--- src/rtl/btn_pkg.sv ---
// Shared constants for the push-button debouncer.
// NUM_BTN      : number of button channels on the board.
// DEBOUNCE_DEF : default stable time in clk_25mhz cycles (10 ms at 25 MHz).
// ACT_LOW_DEF  : default polarity mask; set bits are pressed when the raw pin is 0.
package btn_pkg;

  localparam int unsigned NUM_BTN      = 7;
  localparam int unsigned DEBOUNCE_DEF = 250000;
  localparam logic [NUM_BTN-1:0] ACT_LOW_DEF = 7'b0000001;

  // Counter width for a given stable time. The counter only ever holds
  // 0..cycles-1, so clog2 is exactly enough (and at least 1 for cycles >= 2).
  function automatic int unsigned cnt_width(input int unsigned cycles);
    return (cycles < 2) ? 1 : $clog2(cycles);
  endfunction

endpackage

--- src/rtl/btn_debounce_ch.sv ---
// Single debounce channel.
// Ports:
//   clk_i     : system clock
//   rst_ni    : asynchronous active-low reset
//   raw_i     : asynchronous button level, already normalized to 1 = pressed
//   db_o      : debounced level
//   press_o   : one-cycle pulse on db_o 0->1
//   release_o : one-cycle pulse on db_o 1->0
module btn_debounce_ch
  import btn_pkg::*;
#(
  parameter int unsigned DEBOUNCE_CYCLES = DEBOUNCE_DEF
) (
  input  logic clk_i,
  input  logic rst_ni,
  input  logic raw_i,
  output logic db_o,
  output logic press_o,
  output logic release_o
);

  localparam int unsigned CNT_W = cnt_width(DEBOUNCE_CYCLES);
  localparam logic [CNT_W-1:0] CNT_MAX = CNT_W'(DEBOUNCE_CYCLES - 1);

  logic             s1_q, s2_q;
  logic [CNT_W-1:0] cnt_q, cnt_d;
  logic             db_q, db_d;
  logic             press_q, press_d;
  logic             rel_q, rel_d;

  // Counter runs only while the synchronized level disagrees with the
  // debounced level; any agreeing cycle clears it, so a bounce restarts the
  // full count. Reaching CNT_MAX commits the new level and clears the count,
  // so the counter can never wrap.
  always_comb begin
    cnt_d   = '0;
    db_d    = db_q;
    press_d = 1'b0;
    rel_d   = 1'b0;
    if (s2_q != db_q) begin
      if (cnt_q == CNT_MAX) begin
        db_d    = s2_q;
        press_d = s2_q;
        rel_d   = ~s2_q;
      end else begin
        cnt_d = cnt_q + 1'b1;
      end
    end
  end

  always_ff @(posedge clk_i or negedge rst_ni) begin
    if (!rst_ni) begin
      s1_q    <= 1'b0;
      s2_q    <= 1'b0;
      cnt_q   <= '0;
      db_q    <= 1'b0;
      press_q <= 1'b0;
      rel_q   <= 1'b0;
    end else begin
      s1_q    <= raw_i;
      s2_q    <= s1_q;
      cnt_q   <= cnt_d;
      db_q    <= db_d;
      press_q <= press_d;
      rel_q   <= rel_d;
    end
  end

  assign db_o      = db_q;
  assign press_o   = press_q;
  assign release_o = rel_q;

endmodule

--- src/rtl/btn_debounce.sv ---
// Debouncer for the board push buttons.
// Ports:
//   clk_25mhz   : 25 MHz system clock
//   rst_n       : asynchronous active-low reset
//   btn         : raw asynchronous button pins
//   btn_db      : debounced level per button, 1 = pressed
//   btn_press   : one-cycle pulse when btn_db goes 0->1
//   btn_release : one-cycle pulse when btn_db goes 1->0
// All outputs are registered; there is no combinational path from btn.
module btn_debounce
  import btn_pkg::*;
#(
  parameter int unsigned         DEBOUNCE_CYCLES = DEBOUNCE_DEF,
  parameter logic [NUM_BTN-1:0]  ACTIVE_LOW_MASK = ACT_LOW_DEF
) (
  input  logic               clk_25mhz,
  input  logic               rst_n,
  input  logic [NUM_BTN-1:0] btn,
  output logic [NUM_BTN-1:0] btn_db,
  output logic [NUM_BTN-1:0] btn_press,
  output logic [NUM_BTN-1:0] btn_release
);

  logic [NUM_BTN-1:0] btn_norm;

  // Polarity is fixed before the synchronizer so every channel sees 1 = pressed.
  assign btn_norm = btn ^ ACTIVE_LOW_MASK;

  for (genvar g = 0; g < NUM_BTN; g++) begin : g_ch
    btn_debounce_ch #(
      .DEBOUNCE_CYCLES(DEBOUNCE_CYCLES)
    ) u_ch (
      .clk_i    (clk_25mhz),
      .rst_ni   (rst_n),
      .raw_i    (btn_norm[g]),
      .db_o     (btn_db[g]),
      .press_o  (btn_press[g]),
      .release_o(btn_release[g])
    );
  end

endmodule

--- config.mk ---
export PLATFORM = sky130hd
export DESIGN_NAME = btn_debounce
export DESIGN_NICKNAME = d
export VERILOG_FILES = /design/src/rtl/btn_pkg.sv /design/src/rtl/btn_debounce_ch.sv /design/src/rtl/btn_debounce.sv
export SDC_FILE = /design/constraint.sdc
export NUM_CORES = 1
export LEC_CHECK = 0
export CAP_MARGIN = 25
export CORE_ASPECT_RATIO = 0.8
export CORE_MARGIN = 2
export CORE_UTILIZATION = 35
export CTS_BUF_LIST = sky130_fd_sc_hd__clkbuf_16
export CTS_CLUSTER_DIAMETER = 60
export CTS_CLUSTER_SIZE = 24
export DETAILED_ROUTE_END_ITERATION = 12
export HOLD_SLACK_MARGIN = 0.02
export PLACE_DENSITY = 0.62
export RECOVER_POWER = 50
export SYNTH_ARGS = -nofsm -noshare
export SYNTH_HDL_FRONTEND = slang
export SYNTH_SLANG_ARGS = --single-unit
--- constraint.sdc ---
create_clock -name clk_25mhz -period 2.8 [get_ports clk_25mhz]
set_input_delay 0.56 -clock clk_25mhz [delete_from_list [all_inputs] [get_ports clk_25mhz]]
set_output_delay 0.56 -clock clk_25mhz [all_outputs]
set_load 0.005 [all_outputs]
==> parameters.txt <==
Parameter                              Value

Run status
  Run status ... complete, but fails checks
  Violated checks ... capacitance limit, slew limit

Floorplan
  Die boundary height ... 135.6 um
  Die width ... 168.5 um
  IO Pins ... 30
  Die area ... 22860 um2
  Core area ... 21440 um2
  Initial core utilization ... 0.3535
  Total number of placement rows ... 48

Global route
  Global-route congestion overflow total ... 0
  Total track usage ... 0.1348
  Wire length of the first global-routing pass ... 25320 um
  Initial antenna violation count ... 0
  Maximum number of pins on one net before global-route repair ... 63
  Via count of the first global-routing pass ... 5193

Yosys
  Number of synthesis warnings ... 0
  Synth Register Bits ... 161
  EDFF count, synth ... 0
  Largest area contributor in the synthesized netlist ... sky130_fd_sc_hd__dfrtp_1
  Cell area after synthesis ... 7580 um2
  Number of different library cells in the post-synthesis netlist ... 41
  Net count after synthesis ... 747
  Sequential element share of the synthesized area ... 0.5315
  Dominant cells by area after synthesis ... sky130_fd_sc_hd__dfrtp_1, sky130_fd_sc_hd__xnor2_1, sky130_fd_sc_hd__nor2_1
  Most frequent cells after synthesis ... sky130_fd_sc_hd__dfrtp_1, sky130_fd_sc_hd__nor2_1, sky130_fd_sc_hd__xnor2_1, sky130_fd_sc_hd__nand3_1, sky130_fd_sc_hd__nand4_1
  Share of Yosys cell area claimed by the top area cell type ... 0.5315
  Syn Area/Cell ... 10.37 um2
  Most used flip-flop cell after synthesis ... sky130_fd_sc_hd__dfrtp_1
  Synthesized instance count ... 731
  Async SR Flop Fraction ... 1.000
  Most frequent cell after synthesis ... sky130_fd_sc_hd__dfrtp_1

Layout
  Antenna fix cells ... 0
  Finished Core Util ... 0.4031
  Reg area ... 4029 um2
  Area occupied by multi-input gates ... 3292 um2
  Count of placed standard cells in the final layout, fillers left out ... 1045
  Layout net count ... 773
  Layout Area Growth over Synthesis ... 14.03%
  Area of all placed cells without fillers ... 8643 um2
  Filler Cell Count ... 2071
  Fraction of final layout cells sized beyond drive strength 1 ... 0.08442

STA
  Slew at the pin closest to its max-slew limit ... 1.598 ns
  Slew Limit Headroom ... -0.06521
  Final worst path period need ... 2.208 ns
  Setup violation total in the final timing report ... 0
  Final hold slack ... 0.3482 ns
  Worst Skew ... 0.008679 ns
  RSZ-0062 raised after global routing ... false
  Final total negative setup slack ... 0 ns
  Total count of hold-check failures in the final report ... 0
  Number of pins with negative max-slew slack in the final report ... 61
  Final critical-path share of the clock period ... 0.7887
  Highest achievable clock rate ... 452.8 MHz
  Final critical-path setup slack ... 0.5916 ns

Place
  Detailed placement HPWL ... 9375 um
  Instance count after placement with tap cells included ... 1013
  Count of input and output buffers ... 29
  Worst slack after detailed placement ... 0.6066 ns
  Placed Area ... 8113 um2
  Weighted congestion reported at the end of routability-driven placement ... 0.8386

Power
  Largest vdd supply drop ... 0.3709 mV
  Power density cells ... 538.3 nW/um2
  Static leakage power ... 3.412 nW
  Post-layout power ... 4.653 mW

Clock tree
  CTS root buffer ... sky130_fd_sc_hd__clkbuf_16
  Num CTS Buffers ... 17
  Number of buffers between clock root and the deepest sink ... 2
  Clock tree from TritonCTS ... done
  Resize count post-CTS ... 0
  Number of hold-repair buffers added at the cts stage ... 0
  Clock latency of the later-clocked register in the worst-skew pair ... 0.42 ns
  Setup Fix Bufs, Post-CTS ... 0
  H-tree levels ... 4
  Clk sinks ... 161
  Clk slew on worst S/H paths ... 0.07 ns

Routing
  Post-route antenna net violation count ... 0
  Routed wirelength normalized by instance count ... 13.46 um
  Total number of vias ... 5264
  Violation count after the first detailed-routing iteration ... 414
  Detailed-router iteration count before antenna repair ... 5
  Average via count per standard cell ... 5.037
  Detailed-route DRC error count ... 0
  Post-detailed-routing wire length ... 14060 um

Worst setup path
  Crit Path Max Fanout ... 11
  Nature of the critical path endpoint ... flip-flop
  Required arrival time at the worst endpoint ... 3.11 ns
  Data arrival time at the worst-slack endpoint ... 2.51 ns
  Crit path from ... g_ch[3].u_ch.cnt_q[13]$_DFF_PN0_
  Worst reg2reg startpoint ... g_ch[3].u_ch.cnt_q[13]$_DFF_PN0_
  Startpoint kind of the worst setup timing path ... flip-flop
  Crit Path Class ... flip-flop to flip-flop

Worst hold path
  Worst Hold Launch ... g_ch[5].u_ch.s1_q$_DFF_PN0_
  Worst min-delay path category ... flip-flop to flip-flop

Flow run
  Total of max-cap violations ... 1
[area by class of cell]
type	count	area share
Clock buffer	17	0.04922
Timing Repair Buffer	39	0.04459
Sequential cell	161	0.4661
Multi-Input combinational cell	523	0.3809
Clock inverter	15	0.01288
Inverter	15	0.006514
Tap cell	275	0.03981
[registers in the layout, summed over array words and instances, names as in the netlist]
register	flops
g_ch.u_ch.db_o	7
g_ch.u_ch.release_o	7
g_ch.u_ch.cnt_q	126
g_ch.u_ch.s2_q	7
g_ch.u_ch.s1_q	7
g_ch.u_ch.press_o	7
[worst paths after layout]
| kind | end | slack [ns] | cells past startpoint |
|---|---|---|---|
| max | g_ch[3].u_ch.cnt_q[5]$_DFF_PN0_ | 0.59 | 5 |
| min | g_ch[5].u_ch.s2_q$_DFF_PN0_ | 0.35 | 0 |
| max reg2reg | g_ch[3].u_ch.cnt_q[5]$_DFF_PN0_ | 0.59 | 5 |
| min reg2reg | g_ch[5].u_ch.s2_q$_DFF_PN0_ | 0.35 | 0 |
| max in group asynchronous | g_ch[0].u_ch.cnt_q[10]$_DFF_PN0_ | 1.20 | 2 |
| min in group asynchronous | g_ch[0].u_ch.s1_q$_DFF_PN0_ | 0.55 | 1 |
[report_power, final]
| group | internal (mW) | leakage (nW) | total (mW) | switching (mW) |
|---|---|---|---|---|
| clock network | 1.14 | 0.247 | 2.11 | 0.973 |
| logic | 0.0504 | 0.964 | 0.147 | 0.0962 |
| registers | 2.36 | 2.20 | 2.40 | 0.0345 |
[worst max-delay path: stages, from the launching register on]
cell and delay [ns]:
sky130_fd_sc_hd__dfrtp_1 0.44, sky130_fd_sc_hd__or4b_1 0.54, sky130_fd_sc_hd__or4_4 0.53, sky130_fd_sc_hd__o21ai_2 0.28, sky130_fd_sc_hd__buf_4 0.24, sky130_fd_sc_hd__nor2_1 0.07
[placed cells by master, fill, tap and decap left out, types with 17 or more instances in the layout]
| cell | instances |
|---|---|
| sky130_fd_sc_hd__nand2_1 | 29 |
| sky130_fd_sc_hd__nor4_1 | 27 |
| sky130_fd_sc_hd__clkdlybuf4s50_1 | 21 |
| sky130_fd_sc_hd__nand3_1 | 50 |
| sky130_fd_sc_hd__nor3_1 | 21 |
| sky130_fd_sc_hd__clkbuf_16 | 17 |
| sky130_fd_sc_hd__dfrtp_1 | 161 |
| sky130_fd_sc_hd__xnor2_1 | 70 |
| sky130_fd_sc_hd__nor2_1 | 121 |
| sky130_fd_sc_hd__xor2_1 | 35 |
| sky130_fd_sc_hd__nand4_1 | 38 |
[layer usage]
metal  vias up  wire (um)  global-route usage
met5         -          0                   0
met4         0         80             0.03352
met3        10        500             0.04090
met2        93       5895              0.1904
met1      2541       7583              0.2007
li1       2620          -                   -
[logic make-up after synthesis]
| group | Yosys count | synth area share |
|---|---|---|
| mux | 7 | 0.01139 |
| simple gates | 369 | 0.2573 |
| fa+ha+maj | 7 | 0.01155 |
| buf+inv | 47 | 0.03483 |
| compound gates | 35 | 0.03202 |
| flops | 161 | 0.5315 |
| xor+xnor | 105 | 0.1213 |
(Power assumes the default switching activity.)
